<file path="src/rtl/vga_fb_arbiter_if.sv">
// vga_fb_arbiter_if: coprocessor pixel-write handshake into the framebuffer
// arbiter. The coprocessor is the master, the arbiter is the slave.
interface vga_fb_arbiter_if #(
    parameter int ADDR_W = 17
);
    logic              wr_valid;
    logic              wr_ready;
    logic [ADDR_W-1:0] wr_addr;
    logic [7:0]        wr_data;

    modport master (output wr_valid, output wr_addr, output wr_data, input wr_ready);
    modport slave  (input wr_valid, input wr_addr, input wr_data, output wr_ready);
endinterface

</file>
<file path="src/rtl/vga_fb_arbiter.sv">
// vga_fb_arbiter: shares one single-port synchronous framebuffer RAM between
// VGA scanout reads, coprocessor pixel writes and a clear-screen sweep.
// Scanout reads always win; pending writes take the next free slot; the
// clear sweep only uses slots nobody else wants.
// Optional build macro: FB_ARB_WFIFO_EN -- the write store becomes a FIFO of
// FIFO_DEPTH entries instead of a single hold register.
//
// state | meaning
// IDLE  | normal operation, clr_req accepted
// DRAIN | clear requested, wr_ready low, emptying the write store
// CLEAR | sweeping every address with the latched fill color in free slots
module vga_fb_arbiter #(
    parameter int ADDR_W     = 17,
    parameter int FB_W       = 320,
    parameter int FB_H       = 240,
    parameter int FIFO_DEPTH = 4
) (
    input  logic              CLOCK_50,
    input  logic              reset_n,
    input  logic              vga_ce,
    input  logic [9:0]        vga_x,
    input  logic [9:0]        vga_y,
    output logic [7:0]        vga_color,
    vga_fb_arbiter_if.slave   wr_if,
    input  logic              clr_req,
    input  logic [7:0]        clr_color,
    output logic              clr_busy,
    output logic              wr_err,
    output logic [ADDR_W-1:0] mem_addr,
    output logic              mem_we,
    output logic [7:0]        mem_wdata,
    input  logic [7:0]        mem_rdata
);
    localparam logic [ADDR_W-1:0] FB_SIZE = ADDR_W'(FB_W * FB_H);
    localparam logic [ADDR_W-1:0] FB_LAST = ADDR_W'(FB_W * FB_H - 1);

    if (FIFO_DEPTH < 2 || (FIFO_DEPTH & (FIFO_DEPTH - 1)) != 0) begin : g_depth_check
        $error("FIFO_DEPTH must be a power of two and at least 2");
    end

    typedef enum logic [1:0] {S_IDLE, S_DRAIN, S_CLEAR} state_t;

    state_t            state_q, state_d;
    logic [ADDR_W-1:0] clr_cnt_q, clr_cnt_d;
    logic [7:0]        clr_color_q, clr_color_d;
    logic              cap_q, cap_d, cap_vis_q, cap_vis_d;
    logic [7:0]        vga_color_q, vga_color_d;
    logic              wr_err_q, wr_err_d;
    logic [ADDR_W-1:0] mem_addr_q, mem_addr_d;
    logic [7:0]        mem_wdata_q, mem_wdata_d;

    logic [ADDR_W-1:0] y_half, x_half, rd_addr;
    logic              visible, rd_slot, wr_slot, clr_slot;
    logic              wr_accept, in_range, push, pop;
    logic              store_empty, store_full;
    logic [ADDR_W-1:0] head_addr;
    logic [7:0]        head_data;

    // Framebuffer is half resolution; y'*320 is built as y'*256 + y'*64.
    assign y_half  = ADDR_W'(vga_y[9:1]);
    assign x_half  = ADDR_W'(vga_x[9:1]);
    assign rd_addr = (y_half << 8) + (y_half << 6) + x_half;
    assign visible = (vga_x < 10'd640) && (vga_y < 10'd480);
    assign rd_slot = vga_ce && visible;

    assign clr_busy       = (state_q != S_IDLE);
    assign wr_if.wr_ready = !store_full && !clr_busy;
    assign wr_accept      = wr_if.wr_valid && wr_if.wr_ready;
    assign in_range       = (wr_if.wr_addr < FB_SIZE);
    assign push           = wr_accept && in_range;

    assign wr_slot  = !rd_slot && !store_empty;
    assign clr_slot = !rd_slot && store_empty && (state_q == S_CLEAR);
    assign pop      = wr_slot;

`ifdef FB_ARB_WFIFO_EN
    localparam int PTR_W = $clog2(FIFO_DEPTH);

    logic [ADDR_W-1:0] fifo_addr_q [FIFO_DEPTH];
    logic [7:0]        fifo_data_q [FIFO_DEPTH];
    logic [PTR_W:0]    wptr_q, wptr_d, rptr_q, rptr_d;

    assign store_empty = (wptr_q == rptr_q);
    assign store_full  = (wptr_q[PTR_W] != rptr_q[PTR_W]) &&
                         (wptr_q[PTR_W-1:0] == rptr_q[PTR_W-1:0]);
    assign head_addr   = fifo_addr_q[rptr_q[PTR_W-1:0]];
    assign head_data   = fifo_data_q[rptr_q[PTR_W-1:0]];

    // Pointer advance on accepted in-range writes and on write slots.
    always_comb begin
        wptr_d = push ? wptr_q + 1'b1 : wptr_q;
        rptr_d = pop  ? rptr_q + 1'b1 : rptr_q;
    end

    // FIFO storage needs no reset; the pointers define what is valid.
    always_ff @(posedge CLOCK_50) begin
        if (push) begin
            fifo_addr_q[wptr_q[PTR_W-1:0]] <= wr_if.wr_addr;
            fifo_data_q[wptr_q[PTR_W-1:0]] <= wr_if.wr_data;
        end
    end

    // FIFO pointer registers.
    always_ff @(posedge CLOCK_50 or posedge reset_n) begin
        if (reset_n) begin
            wptr_q <= '0;
            rptr_q <= '0;
        end else begin
            wptr_q <= wptr_d;
            rptr_q <= rptr_d;
        end
    end
`else
    logic              hold_full_q, hold_full_d;
    logic [ADDR_W-1:0] hold_addr_q, hold_addr_d;
    logic [7:0]        hold_data_q, hold_data_d;

    assign store_empty = !hold_full_q;
    assign store_full  = hold_full_q;
    assign head_addr   = hold_addr_q;
    assign head_data   = hold_data_q;

    // Single hold register: push only when empty, pop only when full.
    always_comb begin
        hold_full_d = hold_full_q;
        hold_addr_d = hold_addr_q;
        hold_data_d = hold_data_q;
        if (pop) begin
            hold_full_d = 1'b0;
        end
        if (push) begin
            hold_full_d = 1'b1;
            hold_addr_d = wr_if.wr_addr;
            hold_data_d = wr_if.wr_data;
        end
    end

    // Hold register state.
    always_ff @(posedge CLOCK_50 or posedge reset_n) begin
        if (reset_n) begin
            hold_full_q <= 1'b0;
            hold_addr_q <= '0;
            hold_data_q <= '0;
        end else begin
            hold_full_q <= hold_full_d;
            hold_addr_q <= hold_addr_d;
            hold_data_q <= hold_data_d;
        end
    end
`endif

    // Clear sequencer next state; clr_req outside IDLE is ignored.
    always_comb begin
        state_d     = state_q;
        clr_cnt_d   = clr_cnt_q;
        clr_color_d = clr_color_q;
        case (state_q)
            S_IDLE: begin
                if (clr_req) begin
                    state_d     = S_DRAIN;
                    clr_color_d = clr_color;
                    clr_cnt_d   = '0;
                end
            end
            S_DRAIN: begin
                if (store_empty) begin
                    state_d = S_CLEAR;
                end
            end
            S_CLEAR: begin
                if (clr_slot) begin
                    if (clr_cnt_q == FB_LAST) begin
                        state_d = S_IDLE;
                    end else begin
                        clr_cnt_d = clr_cnt_q + 1'b1;
                    end
                end
            end
            default: state_d = S_IDLE;
        endcase
    end

    // RAM port mux by slot priority; an idle cycle holds the last address/data.
    always_comb begin
        mem_addr_d  = mem_addr_q;
        mem_wdata_d = mem_wdata_q;
        if (rd_slot) begin
            mem_addr_d = rd_addr;
        end else if (wr_slot) begin
            mem_addr_d  = head_addr;
            mem_wdata_d = head_data;
        end else if (clr_slot) begin
            mem_addr_d  = clr_cnt_q;
            mem_wdata_d = clr_color_q;
        end
    end

    assign mem_addr  = mem_addr_d;
    assign mem_wdata = mem_wdata_d;
    assign mem_we    = wr_slot || clr_slot;

    // Scanout capture one cycle after the read; off-screen pixels go black.
    always_comb begin
        cap_d       = vga_ce;
        cap_vis_d   = visible;
        vga_color_d = vga_color_q;
        if (cap_q) begin
            vga_color_d = cap_vis_q ? mem_rdata : 8'h00;
        end
        wr_err_d = wr_err_q || (wr_accept && !in_range);
    end

    assign vga_color = vga_color_q;
    assign wr_err    = wr_err_q;

    // Control and datapath registers; reset aborts any clear in progress.
    always_ff @(posedge CLOCK_50 or posedge reset_n) begin
        if (reset_n) begin
            state_q     <= S_IDLE;
            clr_cnt_q   <= '0;
            clr_color_q <= '0;
            cap_q       <= 1'b0;
            cap_vis_q   <= 1'b0;
            vga_color_q <= '0;
            wr_err_q    <= 1'b0;
            mem_addr_q  <= '0;
            mem_wdata_q <= '0;
        end else begin
            state_q     <= state_d;
            clr_cnt_q   <= clr_cnt_d;
            clr_color_q <= clr_color_d;
            cap_q       <= cap_d;
            cap_vis_q   <= cap_vis_d;
            vga_color_q <= vga_color_d;
            wr_err_q    <= wr_err_d;
            mem_addr_q  <= mem_addr_d;
            mem_wdata_q <= mem_wdata_d;
        end
    end
endmodule

</file>
<file path="src/flat_wrapper.sv">
// flat-port wrapper written by rule: the top's interface ports become plain ports
module vga_fb_arbiter_flat 
#(
    parameter int ADDR_W     = 17,
    parameter int FB_W       = 320,
    parameter int FB_H       = 240,
    parameter int FIFO_DEPTH = 4
)
  (CLOCK_50, reset_n, vga_ce, vga_x, vga_y, vga_color, clr_req, clr_color, clr_busy, wr_err, mem_addr, mem_we, mem_wdata, mem_rdata, wr_if_wr_valid, wr_if_wr_addr, wr_if_wr_data, wr_if_wr_ready);
  vga_fb_arbiter_if #(.ADDR_W(ADDR_W)) wr_if_i ();
  input  logic CLOCK_50;
  input  logic reset_n;
  input  logic vga_ce;
  input  logic [9:0] vga_x;
  input  logic [9:0] vga_y;
  output logic [7:0] vga_color;
  input  logic clr_req;
  input  logic [7:0] clr_color;
  output logic clr_busy;
  output logic wr_err;
  output logic [ADDR_W-1:0] mem_addr;
  output logic mem_we;
  output logic [7:0] mem_wdata;
  input  logic [7:0] mem_rdata;
  input wire logic [$bits(wr_if_i.wr_valid)-1:0] wr_if_wr_valid;
  input wire logic [$bits(wr_if_i.wr_addr)-1:0] wr_if_wr_addr;
  input wire logic [$bits(wr_if_i.wr_data)-1:0] wr_if_wr_data;
  output wire logic [$bits(wr_if_i.wr_ready)-1:0] wr_if_wr_ready;
  assign wr_if_i.wr_valid = wr_if_wr_valid;
  assign wr_if_i.wr_addr = wr_if_wr_addr;
  assign wr_if_i.wr_data = wr_if_wr_data;
  assign wr_if_wr_ready = wr_if_i.wr_ready;
  vga_fb_arbiter #(.ADDR_W(ADDR_W), .FB_W(FB_W), .FB_H(FB_H), .FIFO_DEPTH(FIFO_DEPTH)) u_core (.CLOCK_50(CLOCK_50), .reset_n(reset_n), .vga_ce(vga_ce), .vga_x(vga_x), .vga_y(vga_y), .vga_color(vga_color), .wr_if(wr_if_i), .clr_req(clr_req), .clr_color(clr_color), .clr_busy(clr_busy), .wr_err(wr_err), .mem_addr(mem_addr), .mem_we(mem_we), .mem_wdata(mem_wdata), .mem_rdata(mem_rdata));
endmodule
</file>
<file path="config.mk">
export PLATFORM = sky130hd
export DESIGN_NAME = vga_fb_arbiter_flat
export DESIGN_NICKNAME = d
export VERILOG_FILES = /design/src/rtl/vga_fb_arbiter_if.sv /design/src/rtl/vga_fb_arbiter.sv /design/src/flat_wrapper.sv
export SDC_FILE = /design/constraint.sdc
export NUM_CORES = 1
export LEC_CHECK = 0
export CAP_MARGIN = 0
export CORE_MARGIN = 1
export CORE_UTILIZATION = 51
export DETAILED_ROUTE_END_ITERATION = 12
export MAX_ROUTING_LAYER = met4
export PLACE_DENSITY = 0.81
export SETUP_SLACK_MARGIN = 0.1
export SLEW_MARGIN = 25
export SYNTH_ARGS = -nofsm -noshare
export SYNTH_HDL_FRONTEND = slang
export SYNTH_SLANG_ARGS = --single-unit
</file>
<file path="constraint.sdc">
create_clock -name CLOCK_50 -period 4 [get_ports CLOCK_50]
set_input_delay 0.8 -clock CLOCK_50 [delete_from_list [all_inputs] [get_ports CLOCK_50]]
set_output_delay 0.8 -clock CLOCK_50 [all_outputs]
set_load 0.03 [all_outputs]
</file>
==> impl_summary.md <==
Global route
The number of antenna violations at the first check in global routing was 0. The maximum number of pins on one net before global-route repair is 63. The first global-routing pass estimated a little under 20000 um of wire. The final global-route overflow total is 0.

The total track usage is between 20% and 30%. The via count of the first global-routing pass is around 4000.

Logic synthesis
The synthesized area divided by synthesized cell count is 9.832 sq um. The flip-flop and latch count after synthesis is 89. The share of the synthesized area in compound gates (AO/OA/AOI/OAI) is between 10% and 20%. After synthesis, the largest family of logic cells by area is simple AND/OR/NAND/NOR gates. Sequential elements use approximately 48% of the synthesized area.

After synthesis, the cell types taking the most area are sky130_fd_sc_hd__dfrtp_1 48%, sky130_fd_sc_hd__nand2_1 6.9%, sky130_fd_sc_hd__mux2_2 5.8%. The simple logic cell fraction of the synthesized area is 16.23%. The netlist area before placement is approximately 4600 sq um. The most used flip-flop cell after synthesis is sky130_fd_sc_hd__dfrtp_1.

The xor and xnor area share after synthesis is roughly 2.6%. The Yosys step of the flow raised 0 warnings. Of the post-synthesis cell area, the dominant cell type holds a little under half.

After synthesis, the share of flip-flops with an asynchronous set or reset is between 90% and 100%. The multiplexer share of the synthesized area is between 7 and 8%. Synthesis handed over a netlist of 472 instances. Counting every net in the synthesized netlist gives around 560. The synthesized netlist contains 50 unique library cells. The number of enable-type register cells in the synthesized netlist is 0. The largest total area in the synthesized netlist belongs to sky130_fd_sc_hd__dfrtp_1. The adder-cell share of the synthesized area is 5.716%.

Clock tree
The H-tree depth is 3. After clock tree synthesis, the flow added hold-fix buffers numbering 0. The cell at the root of the clock tree is sky130_fd_sc_hd__clkbuf_8. The number of clock buffers added by TritonCTS is 9.

The sink count of the clock tree is 89. The TritonCTS clock tree is built. The clock insertion delay at the later pin of the skew report is around 0.37 ns. The clock-pin slew on the worst setup and hold paths is around 0.09 ns. The clock passes through at most 2 buffers.

Power
In this run the power density over the cells is around 610 nW/um^2. The net switching component of the power is 0.001584 W. Combinational logic burns ~47% of the power. The part of the power in registers is a little under two fifths. The proportion of power drawn by the clock network is between 10% and 20%. For this design the static power due to leakage is around 2.8 nW. The switching share of power is around two fifths. The worst-case IR drop observed on VDD is approximately 0.00046 V. The internal power is 0.002207 W.

Layout
The ratio of cells with drive above 1 in the final layout is 20.03%. The number of antenna repair diodes is 0. At the end of the flow, the number of nets in the layout was 680. Relative to the synthesized area, the layout overhead comes to 33.81%. The finished layout holds about 700 standard cells, fillers aside.

Status
The run finished with clean final reports.

Critical path
The setup path with the least slack is of type input pin to primary output. On the worst path, the slowest cell contributes a delay of approximately 0.51 ns. Of all nets on the critical path, the largest fanout is 2. The critical path's most frequent cell is sky130_fd_sc_hd__buf_6. STA classifies the critical path startpoint as an input pin. Walking the worst path, the cells encountered are buf_8 -> inv_4 -> fa_1 -> buf_6 -> fa_2 -> nor2b_2 -> o31a_1 -> o211ai_1 -> a2111o_1 -> nand3_2 -> buf_6.

The endpoint required time on the critical path is about 3.2 ns. STA classifies the critical path endpoint as a primary output. The arrival time at the worst endpoint is 3.14 ns. Among all stages on the critical path, the largest delay is contributed by sky130_fd_sc_hd__fa_1. The depth of the most critical reg-to-reg path is 6.

Placement
Once placement completed, the tool counted placed cells totaling around 680. The count of buffers added on input and output ports is 100. The HPWL after detailed placement is ~8500 um. The global placer's final weighted congestion is around 0.89.

STA
The largest clock skew in the final design is 0.01081 ns. For the final routed database, the setup TNS stands at 0 ns. The ratio of final minimum period to clock period is between 90% and 100%. Setup repair after global routing could not meet its margin everywhere.

Setup violations remaining at the end of the flow were counted as 0. The highest clock frequency the design can meet is about 250 MHz. For the pin with the worst max-slew slack, the measured transition is roughly 0.84 ns. The worst relative slew slack is between 40% and 50%. The clock period minus worst slack is roughly 4 ns. The count of pins over their slew limit is 0.

The final-report hold violation count is 0.

Floorplan
The area of the die is between 9000 and 10000 sq um. Once the floorplan was initialized, standard cells occupied a little over half of the core. The floorplan step set the die height to just under 100 um. The number of placement rows is 34.

From left edge to right edge, the die measures ~97 um. During I/O placement, the number of pins put on the boundary was slightly above 100. After floorplanning, the core was sized to cover 8763 sq um.

Detailed routing
Once detail routing completed, the nets flagged for antenna violations numbered 0. The final layout contains routed wiring with a total length of approximately 12000 um. Before antenna repair, the detailed router went through 5 iterations. The total via count in the routed design is a little over 4000. In the routed layout, each cell is associated on average with a via count of approximately 5.7. The number of design rule violations left after detail routing is 0.

In the final routed layout, each cell accounts on average for between 15 and 20 um. The starting DRC count in detailed routing is approximately 230.

Hold path
The worst hold path belongs to the class flop to flop. The number of cells on the worst hold path is 1.

Run
The total of max-cap violations is 0.
[layout make-up]
class / count / area, sq um
clock buffer: 9 / 123.9
inverter: 20 / 80.08
multi-input combinational: 340 / 2355
fill: 628 / 2554
clock inverter: 7 / 61.31
sequential: 89 / 2227
tap: 108 / 135.1
timing repair buffer: 134 / 1227
[synth_stat cells (7+ instances only)]
cell type	number
sky130_fd_sc_hd__a21oi_1	23
sky130_fd_sc_hd__a22oi_1	16
sky130_fd_sc_hd__and2_1	7
sky130_fd_sc_hd__buf_2	8
sky130_fd_sc_hd__clkbuf_1	11
sky130_fd_sc_hd__dfrtp_1	89
sky130_fd_sc_hd__ha_1	18
sky130_fd_sc_hd__inv_1	20
sky130_fd_sc_hd__mux2_2	24
sky130_fd_sc_hd__mux2i_1	10
sky130_fd_sc_hd__nand2_1	85
sky130_fd_sc_hd__nand3_1	9
sky130_fd_sc_hd__nand4_1	10
sky130_fd_sc_hd__nor2_1	25
sky130_fd_sc_hd__o21ai_0	37
sky130_fd_sc_hd__xor2_1	12
[per-layer routing]
layer / global-route usage (%) / share of wire (%) / wire [um]
met5: - / 0 / 0
met4: 11.31 / 3.2 / 381
met2: 41.37 / 48 / 5752
met1: 35.51 / 44 / 5224
met3: 3.525 / 4.4 / 520
[registers in the layout, summed over array words and instances, names as in the netlist, 2 cells and up]
signal / count
u_core.clr_color_q: 8
u_core.state_q: 2
u_core.clr_cnt_q: 17
u_core.vga_color: 8
u_core.mem_wdata_q: 8
u_core.head_data: 8
u_core.mem_addr_q: 17
u_core.head_addr: 17
[cell usage in the layout, fill, tap and decap left out, types with 3 or more instances in the layout]
master / n
sky130_fd_sc_hd__dfrtp_1: 89
sky130_fd_sc_hd__nand2_1: 85
sky130_fd_sc_hd__clkdlybuf4s50_1: 66
sky130_fd_sc_hd__buf_4: 48
sky130_fd_sc_hd__o21ai_0: 36
sky130_fd_sc_hd__nor2_1: 25
sky130_fd_sc_hd__mux2_2: 24
sky130_fd_sc_hd__a21oi_1: 23
sky130_fd_sc_hd__a22oi_1: 16
sky130_fd_sc_hd__inv_1: 15
sky130_fd_sc_hd__xor2_1: 12
sky130_fd_sc_hd__ha_1: 12
sky130_fd_sc_hd__nand4_1: 10
sky130_fd_sc_hd__mux2i_1: 10
sky130_fd_sc_hd__clkbuf_8: 9
sky130_fd_sc_hd__dlygate4sd2_1: 9
sky130_fd_sc_hd__nand3_1: 8
sky130_fd_sc_hd__and2_1: 7
sky130_fd_sc_hd__and3_1: 5
sky130_fd_sc_hd__o21a_1: 5
sky130_fd_sc_hd__ha_4: 5
sky130_fd_sc_hd__dlymetal6s2s_1: 5
sky130_fd_sc_hd__a21o_1: 4
sky130_fd_sc_hd__o21ai_1: 4
sky130_fd_sc_hd__nor3_1: 4
sky130_fd_sc_hd__o211ai_1: 4
sky130_fd_sc_hd__buf_6: 4
sky130_fd_sc_hd__nor2b_1: 3
sky130_fd_sc_hd__inv_2: 3
[worst max-delay path, delay by kind of cell]
family	cells	cell delay [ns]
and+or+nand+nor	2	0.25
adders and majority gates	2	0.91
AOI/OAI and AO/OA	3	0.79
buffers and inverters	4	0.40
[stage by stage]
| step | area, sq um | hold slack [ns] | total power, W | util [%] | worst slack [ns] |
|---|---|---|---|---|---|
| after floorplan | 4659 | 0.4465 | 0.002509 | - | 0.1089 |
| after global placement | 5823 | 0.4577 | 0.003097 | 66.45 | -0.4723 |
| after detailed placement | 5823 | 0.4575 | 0.003150 | 66.45 | -0.5899 |
| after CTS | 6148 | 0.4829 | 0.003779 | 70.16 | 0.1130 |
| after global routing | 6210 | 0.5142 | 0.004003 | 70.86 | -0.02530 |
| final | 6210 | 0.4806 | 0.003791 | 70.86 | 0.05630 |
[logic make-up (layout without fill, tap and decap cells)]
family / Yosys count / after routing
simple gates: 162 / 162
compound gates: 110 / 110
flops: 89 / 89
buf+inv: 43 / 170
mux: 34 / 34
fa+ha+maj: 20 / 20
xor+xnor: 14 / 14
[power by group through the flow]
| stage | combinational (W) | sequential (W) | clock, W |
|---|---|---|---|
| after CTS | 0.00178 | 0.00139 | 0.000602 |
| after detailed placement | 0.00174 | 0.00141 | 0 |
| after global placement | 0.00170 | 0.00140 | 0 |
| after global routing | 0.00193 | 0.00143 | 0.000644 |
| final | 0.00179 | 0.00140 | 0.000599 |
| after floorplan | 0.00115 | 0.00136 | 0 |
[final timing paths]
kind / from / to / slack (ns)
worst max-delay path: vga_x[9] / mem_addr[15] / 0.06
max in group asynchronous: reset_n / u_core.mem_addr_q[8] / 2.39
worst max register to register: u_core.state_q[1] / u_core.head_data[4] / 1.69
worst min register to register: u_core.wr_err / u_core.wr_err / 0.48
worst min-delay path: u_core.wr_err / u_core.wr_err / 0.48
min in group asynchronous: reset_n / u_core.mem_wdata_q[1] / 0.91
[repair_timing]
action,CTS,global route
setup endpoints to repair,12,8
setup buffers,7,3
resized for setup,41,11
pin swaps,15,4
(Power assumes the default switching activity.)
